File: config.mk
export PLATFORM = sky130hd
export DESIGN_NAME = sipo_load_ctrl_flat
export DESIGN_NICKNAME = d
export VERILOG_FILES = /design/src/rtl/sipo_load_ctrl_if.sv /design/src/rtl/sipo_load_ctrl.sv /design/src/flat_wrapper.sv
export SDC_FILE = /design/constraint.sdc
export NUM_CORES = 1
export LEC_CHECK = 0
export CAP_MARGIN = 20
export CORE_MARGIN = 2
export CORE_UTILIZATION = 50
export DETAILED_ROUTE_END_ITERATION = 12
export HOLD_SLACK_MARGIN = 0.08
export PLACE_DENSITY = 0.83
export SLEW_MARGIN = 20
export SYNTH_ARGS = -nofsm -noshare
export SYNTH_HDL_FRONTEND = slang
export SYNTH_SLANG_ARGS = --single-unit
File: constraint.sdc
create_clock -name clk -period 2.4 [get_ports clk]
set_input_delay 0.6 -clock clk [delete_from_list [all_inputs] [get_ports clk]]
set_output_delay 0.6 -clock clk [all_outputs]
set_load 0.05 [all_outputs]
File: src/rtl/sipo_load_ctrl_if.sv
// Handshake bundle between the byte source/consumer and sipo_load_ctrl.
// The timeout strobe exists only when SIPO_LOAD_TIMEOUT_EN is defined.
interface sipo_load_ctrl_if #(
  parameter int unsigned IWIDTH  = 10,
  parameter int unsigned NINPUTS = 8
);
  localparam int unsigned CW = $clog2(NINPUTS + 1);

  logic              load_req;
  logic [7:0]        rx_data;
  logic              rx_valid;
  logic              shift_en;
  logic [IWIDTH-1:0] shift_data;
  logic              busy;
  logic [CW-1:0]     elem_cnt;
  logic              vec_done;
  logic              range_err;
`ifdef SIPO_LOAD_TIMEOUT_EN
  logic              timeout;
`endif

  modport master (
`ifdef SIPO_LOAD_TIMEOUT_EN
    output timeout,
`endif
    input  load_req, rx_data, rx_valid,
    output shift_en, shift_data, busy, elem_cnt, vec_done, range_err
  );

  modport slave (
`ifdef SIPO_LOAD_TIMEOUT_EN
    input  timeout,
`endif
    output load_req, rx_data, rx_valid,
    input  shift_en, shift_data, busy, elem_cnt, vec_done, range_err
  );
endinterface

File: src/rtl/sipo_load_ctrl.sv
// Assembles low/high byte pairs into IWIDTH-bit elements and shifts NINPUTS of them
// into a SIPO vector register. Optional inter-byte timeout: define SIPO_LOAD_TIMEOUT_EN.
module sipo_load_ctrl #(
  parameter int unsigned IWIDTH  = 10,
  parameter int unsigned NINPUTS = 8
`ifdef SIPO_LOAD_TIMEOUT_EN
  ,
  parameter int unsigned TIMEOUT_CYCLES = 100000
`endif
) (
  input logic              clk,
  input logic              rst,
  sipo_load_ctrl_if.master bus
);
  localparam int unsigned   CW   = $clog2(NINPUTS + 1);
  localparam logic [CW-1:0] LAST = CW'(NINPUTS - 1);

  typedef enum logic [2:0] {
    IDLE,
    WAIT_LO,
    WAIT_HI,
    SHIFT,
    DONE
  } state_e;

  state_e            state_q, state_d;
  logic [CW-1:0]     elem_cnt_q, elem_cnt_d;
  logic [7:0]        lo_q, lo_d;
  logic [IWIDTH-1:0] shift_data_q, shift_data_d;
  logic              range_err_q, range_err_d;

`ifdef SIPO_LOAD_TIMEOUT_EN
  localparam int unsigned   TW    = $clog2(TIMEOUT_CYCLES + 1);
  localparam logic [TW-1:0] TLAST = TW'(TIMEOUT_CYCLES - 1);

  logic [TW-1:0] tcnt_q, tcnt_d;
  logic          timeout_q, timeout_d;
`endif

  always_comb begin
    state_d      = state_q;
    elem_cnt_d   = elem_cnt_q;
    lo_d         = lo_q;
    shift_data_d = shift_data_q;
    range_err_d  = range_err_q;
`ifdef SIPO_LOAD_TIMEOUT_EN
    tcnt_d       = tcnt_q;
    timeout_d    = 1'b0;
`endif

    unique case (state_q)
      IDLE: begin
        if (bus.load_req) begin
          state_d     = WAIT_LO;
          elem_cnt_d  = '0;
          range_err_d = 1'b0;
`ifdef SIPO_LOAD_TIMEOUT_EN
          tcnt_d      = '0;
`endif
        end
      end

      WAIT_LO: begin
        if (bus.rx_valid) begin
          lo_d    = bus.rx_data;
          state_d = WAIT_HI;
`ifdef SIPO_LOAD_TIMEOUT_EN
          tcnt_d  = '0;
        end else if (tcnt_q == TLAST) begin
          state_d   = IDLE;
          timeout_d = 1'b1;
        end else begin
          tcnt_d = tcnt_q + TW'(1);
`endif
        end
      end

      WAIT_HI: begin
        if (bus.rx_valid) begin
          // High byte bits above the element width are dropped but flagged.
          shift_data_d = IWIDTH'({bus.rx_data, lo_q});
          if ((bus.rx_data >> (IWIDTH - 8)) != 8'd0) begin
            range_err_d = 1'b1;
          end
          state_d = SHIFT;
`ifdef SIPO_LOAD_TIMEOUT_EN
          tcnt_d  = '0;
        end else if (tcnt_q == TLAST) begin
          state_d   = IDLE;
          timeout_d = 1'b1;
        end else begin
          tcnt_d = tcnt_q + TW'(1);
`endif
        end
      end

      SHIFT: begin
        elem_cnt_d = elem_cnt_q + CW'(1);
        if (elem_cnt_q == LAST) begin
          state_d = DONE;
        end else begin
          state_d = WAIT_LO;
`ifdef SIPO_LOAD_TIMEOUT_EN
          tcnt_d  = '0;
`endif
        end
      end

      DONE:    state_d = IDLE;
      default: state_d = IDLE;
    endcase
  end

  always_ff @(posedge clk) begin
    if (rst) begin
      state_q      <= IDLE;
      elem_cnt_q   <= '0;
      lo_q         <= '0;
      shift_data_q <= '0;
      range_err_q  <= 1'b0;
`ifdef SIPO_LOAD_TIMEOUT_EN
      tcnt_q       <= '0;
      timeout_q    <= 1'b0;
`endif
    end else begin
      state_q      <= state_d;
      elem_cnt_q   <= elem_cnt_d;
      lo_q         <= lo_d;
      shift_data_q <= shift_data_d;
      range_err_q  <= range_err_d;
`ifdef SIPO_LOAD_TIMEOUT_EN
      tcnt_q       <= tcnt_d;
      timeout_q    <= timeout_d;
`endif
    end
  end

  assign bus.shift_en   = (state_q == SHIFT);
  assign bus.vec_done   = (state_q == DONE);
  assign bus.busy       = (state_q != IDLE);
  assign bus.shift_data = shift_data_q;
  assign bus.elem_cnt   = elem_cnt_q;
  assign bus.range_err  = range_err_q;
`ifdef SIPO_LOAD_TIMEOUT_EN
  assign bus.timeout    = timeout_q;
`endif
endmodule

File: src/flat_wrapper.sv
// flat-port wrapper written by rule: the top's interface ports become plain ports
module sipo_load_ctrl_flat 
#(
  parameter int unsigned IWIDTH  = 10,
  parameter int unsigned NINPUTS = 8

)
  (clk, rst, bus_load_req, bus_rx_data, bus_rx_valid, bus_shift_en, bus_shift_data, bus_busy, bus_elem_cnt, bus_vec_done, bus_range_err);
  sipo_load_ctrl_if #(.IWIDTH(IWIDTH), .NINPUTS(NINPUTS)) bus_i ();
  input logic clk;
  input logic rst;
  input wire logic [$bits(bus_i.load_req)-1:0] bus_load_req;
  input wire logic [$bits(bus_i.rx_data)-1:0] bus_rx_data;
  input wire logic [$bits(bus_i.rx_valid)-1:0] bus_rx_valid;
  output wire logic [$bits(bus_i.shift_en)-1:0] bus_shift_en;
  output wire logic [$bits(bus_i.shift_data)-1:0] bus_shift_data;
  output wire logic [$bits(bus_i.busy)-1:0] bus_busy;
  output wire logic [$bits(bus_i.elem_cnt)-1:0] bus_elem_cnt;
  output wire logic [$bits(bus_i.vec_done)-1:0] bus_vec_done;
  output wire logic [$bits(bus_i.range_err)-1:0] bus_range_err;
  assign bus_i.load_req = bus_load_req;
  assign bus_i.rx_data = bus_rx_data;
  assign bus_i.rx_valid = bus_rx_valid;
  assign bus_shift_en = bus_i.shift_en;
  assign bus_shift_data = bus_i.shift_data;
  assign bus_busy = bus_i.busy;
  assign bus_elem_cnt = bus_i.elem_cnt;
  assign bus_vec_done = bus_i.vec_done;
  assign bus_range_err = bus_i.range_err;
  sipo_load_ctrl #(.IWIDTH(IWIDTH), .NINPUTS(NINPUTS)) u_core (.clk(clk), .rst(rst), .bus(bus_i));
endmodule
**Word level (Yosys, flattened, before mapping)**

Index checks and enable logic that the tools add are counted.

- $add $sub $neg: 1
- Multiply operators: 0
- Div/mod/pow operators: 0
- Order comparisons: 0
- Eq/ne operators: 9
- Shifts and indexed selects: 0
- Multiplexer cells: 11
- Bitwise operators: 0
- Reduce and logical (&&, ||, !) cells: 10

Operator list:

| cell | number |
|---|---|
| 3-bit two-way mux | 4 |
| 3-bit case mux with 4 select lines | 1 |
| 4-bit case mux with 2 select lines | 1 |
| 8-bit nonzero test | 1 |
| 3-bit by 2-bit == test with 1-bit output (second input constant) | 2 |
| 2-bit inequality test (second input constant) | 3 |
| 2-bit AND reduction | 3 |
| 4-bit by 1-bit adder with 4-bit output (second input constant) | 1 |
| 4-bit by 3-bit == test with 1-bit output (second input constant) | 1 |
| 4-bit two-way mux | 1 |
| 4-bit AND reduction | 1 |
| 2-bit nonzero test | 2 |
| 3-bit by 1-bit == test with 1-bit output (second input constant) | 1 |
| 3-bit == test (second input constant) | 1 |
| 3-bit logical NOT | 1 |
| 1-bit two-way mux | 3 |
| 3-bit AND reduction | 1 |
| 3-bit nonzero test | 1 |
| 2-bit by 1-bit inequality test with 1-bit output (second input constant) | 1 |
| 1-bit case mux with 2 select lines | 1 |

- Register bits: 26
- Latch bits: 0
- Memory bits (writable): 0
- Bits in read-only memories: 0
- Input port bits: 12
- Output and inout bits: 18
- Logic and storage cells: 36
- Memories: 0

**Depth between registers and ports, before layout**

- Depth in word-level cells: 4
- Depth in mapped cells: 5
- Mapped depth without buffers: 4

**Least setup slack after synthesis**

Ideal clock, no wire load.

- Path type: register to output
- Start point: register u_core.state_q[2]
- End point: output port bus_vec_done
- Data arrival time: 1690 ps
- Required time: 1800 ps
- Slack: 110 ps
- Stages on the path, launching flop included: 3
- Path buffers: 1
- Cell sequence: dfxtp_1 > buf_2 > nor3b_1

- Longest elaborated chain between the ends: 1

Ends and longest elaborated chain:

| element | RTL line | source |
|---|---|---|
| start, declared | sipo_load_ctrl.sv:26 | `state_e state_q, state_d;` |
| start signal, assigned | sipo_load_ctrl.sv:126 | `state_q <= state_d;` |
| 3-bit == test | sipo_load_ctrl.sv:139 | `assign bus.vec_done = (state_q == DONE);` |
| end, declared | flat_wrapper.sv:19 | `output wire logic [$bits(bus_i.vec_done)-1:0] bus_vec_done;` |

No other way between the ends.

**Worst setup path in the final report**

- Start point: register u_core.elem_cnt_q[2], in the netlist u_core.bus.elem_cnt[2]
- End point: output port bus_elem_cnt[2]

RTL lines:

| element | RTL line | source |
|---|---|---|
| start, declared | sipo_load_ctrl.sv:27 | `logic [CW-1:0] elem_cnt_q, elem_cnt_d;` |
| start signal, assigned | sipo_load_ctrl.sv:127 | `elem_cnt_q <= elem_cnt_d;` |
| end, declared | flat_wrapper.sv:18 | `output wire logic [$bits(bus_i.elem_cnt)-1:0] bus_elem_cnt;` |

No word-level cell between the ends.

==> results.toml <==
[run_status]
status = "completed"

[synth]
synth_top_cells_by_count = "dfxtp_1 (26), nand2_1 (23), a21oi_1 (11)"
synth_edf_count = 0
synthAdderAreaFrac_pct = 1.15
synthMuxAreaShare_pct = 10.2
postSynthCellCount = 120
ys_ff_latch = 26
synth_area_leaders = "dfxtp_1 (48%), mux2i_1 (9.2%), nand2_1 (7.9%)"
netlist_area_um2 = 1090
async_reset_ff_share_pct = 0
synth_compound_area_share_pct = 10.5
synthMostInstantiatedCell = "dfxtp_1"
synth_area_per_cell_um2 = 9.06
ys_seq_area_share_pct = 47.9
synth_top_area_share_pct = 47.9
synth_top_family_by_area = "simple AND/OR/NAND/NOR gates"
syn-num-nets = 133
synth-xor-area-share_pct = 0
yosysUniqueCellTypes = 32
synth-simple-area-share_pct = 26.2
ys_warn_count = 0
synth_top_cell_by_area = "dfxtp_1"
synth_ff_type = "dfxtp_1"

[hold_path]
min_from = "u_core.bus.shift_data[4]"
hold_path_depth = 2
min_to = "u_core.bus.shift_data[4]"
hold_class = "reg2reg"

[floorplan]
initial_utilization_pct = 54.3
dieWidth_um = 50.6
rows = 16
coreArea_um2 = 2000
die_area_um2 = 2560
fp.dieH_um = 50.6
design.portCount = 30

[setup_path]
critPathMaxStageDelay_ns = 0.83
r2r-end = "u_core.bus.shift_data[9]"
critPathSlowestCell = "clkdlybuf4s50_1"
cp_max_fo = 5
path_class = "reg2out"
r2r_cells = 3
reg2reg_from = "u_core.state_q[1]"
cp-end-kind = "primary output"
worstPathCellList = "clkdlybuf4s50_1"
critPathLaunchType = "flop"
crit_required_ns = 1.80
crit_family = "buffers and inverters"
arrival_ns = 1.56
r2r_slack_ns = 0.85
cp_num_buf_inv = 1

[sta]
max-slew-margin-rel_pct = 65.8
worstMarginPinSlew_ns = 0.512
slew_viol_final = 0
rsz0062_at_grt = "no"
fin_skew_ns = 0.00203
hold_slack_ns = 0.464
fin_setup_tns_ns = 0
fin_crit_sh_pct = 90.0
finalSetupViolations = 0
hold_viol = 0
finalCriticalPeriod_ns = 2.16
fmax_mhz = 463

[pwr]
switchingPower_mw = 0.197
p_leak_nw = 0.518
power_density_nw_per_um2 = 596
ir_drop_mv = 0.419
p_clk_share_pct = 34.2
internal_power_mw = 0.665
seq_power_share_pct = 53.3
p_comb_share_pct = 12.5
swShare_pct = 22.8

[drt]
routed.top_layer = "met4"
num_vias = 920
ant_nets = 0
dr_wl_met3_um = 61
firstDrtPassIters = 4
drtIter0Drc = 15
drt_drc_violations_left = 0
avgRoutedWirePerCell_um = 12.6
wl_um = 2190
avgViaCountPerCell = 5.29
wl_met1_um = 1010
met2_length_um = 1100

[place]
gp_congestion = 0.744
port_buffers = 29
place_hpwl_um = 1560
dpl_cell_area_um2 = 1390
placedCellCount = 170

[clock_tree]
cts.htree.levels = 1
cts_root_buf = "clkbuf_4"
cts_made_buffers = 3
worstSkewPairLatency_ns = 0.31
postCtsSetupBuffers = 0
clock_sinks = 26
clk_path_buf_depth = 2
clk_pin_slew_ns = 0.14
ctsHoldBuffers = 0
cts_tree = "done"
cts.repair.resized = 0

[grt]
grt_usage_pct = 18.7
grt_pass1_vias = 838
grt_pass1_wl_um = 3710
grt-ovfl-total = 0
antenna_found_initial = 0
grt_max_degree = 24

[cells_and_area]
finalNonFillerCells = 174
fin_nets = 161
layout-drive-gt1-share_pct = 10.2
area_growth_pct = 32.9
antenna_cells = 0
final_area_um2 = 1450

[flow_run]
maxCapViolations = 0
-- state kept, by name, indices dropped and copies added, names as in the netlist --
name and flops:
u_core.state_q 3, u_core.bus.elem_cnt 4, u_core.bus.range_err 1, u_core.lo_q 8, u_core.bus.shift_data 10
-- power groups by stage --
stage	registers, mW	clock network [mW]	logic [mW]
after floorplan	0.467	0	0.0682
after global placement	0.468	0	0.105
after detailed placement	0.469	0	0.107
after CTS	0.459	0.299	0.108
after global routing	0.462	0.315	0.116
final	0.460	0.295	0.108
-- layout by cell type, fill, tap and decap left out, drive strengths merged, types with 2 or more instances in the layout --
cell type,n
nand2,23
clkbuf,3
buf,6
nor4b,2
dfxtp,26
nor2b,2
nand3,2
nor2,10
clkdlybuf4s50,26
nor3,3
a21oi,11
mux2i,10
nor4bb,2
or3b,2
-- worst max-delay path by stage --
| stage | startpoint | end | slack (ns) | cells past startpoint |
|---|---|---|---|---|
| global route | u_core.bus.elem_cnt[2] | bus_elem_cnt[2] | 0.19 | 1 |
| detailed placement | bus_rx_data[5] | u_core.bus.range_err | 0.27 | 4 |
| floorplan | u_core.state_q[2] | bus_vec_done | 0.11 | 2 |
| finish | u_core.bus.elem_cnt[2] | bus_elem_cnt[2] | 0.24 | 1 |
| CTS | u_core.bus.elem_cnt[2] | bus_elem_cnt[2] | 0.23 | 1 |
| global placement | bus_rx_data[5] | u_core.bus.range_err | 0.30 | 4 |
-- metrics by stage --
stage	utilization [%]	setup WS, ns	power, mW
6_report	72.2	0.240	0.862
5_1_grt	72.2	0.187	0.893
4_1_cts	72.2	0.230	0.866
3_5_place_dp	69.6	0.270	0.576
3_3_place_gp	69.6	0.297	0.573
2_1_floorplan	-	0.110	0.535
-- cell families after synthesis --
family | count (synthesis)
DFF | 26
and+or+nand+nor | 54
AOI/OAI and AO/OA | 18
buffers and inverters | 10
adders and majority gates | 1
muxes | 11
-- metal layers --
layer | vias to the layer above | GRT usage [%]
li1 | 475 | -
met2 | 10 | 30.5
met5 | - | 0
met1 | 433 | 24.9
met3 | 2 | 3.87
met4 | 0 | 5.41
-- cell type report --
cell class,count,area [µm²]
timing repair buffer,32,305
inverter,1,3.75
clock inverter,1,30.0
fill,156,557
tap,27,33.8
clock buffer,3,22.5
sequential,26,520
multi-input combinational,84,529
Power figures use the tool's default switching activity.
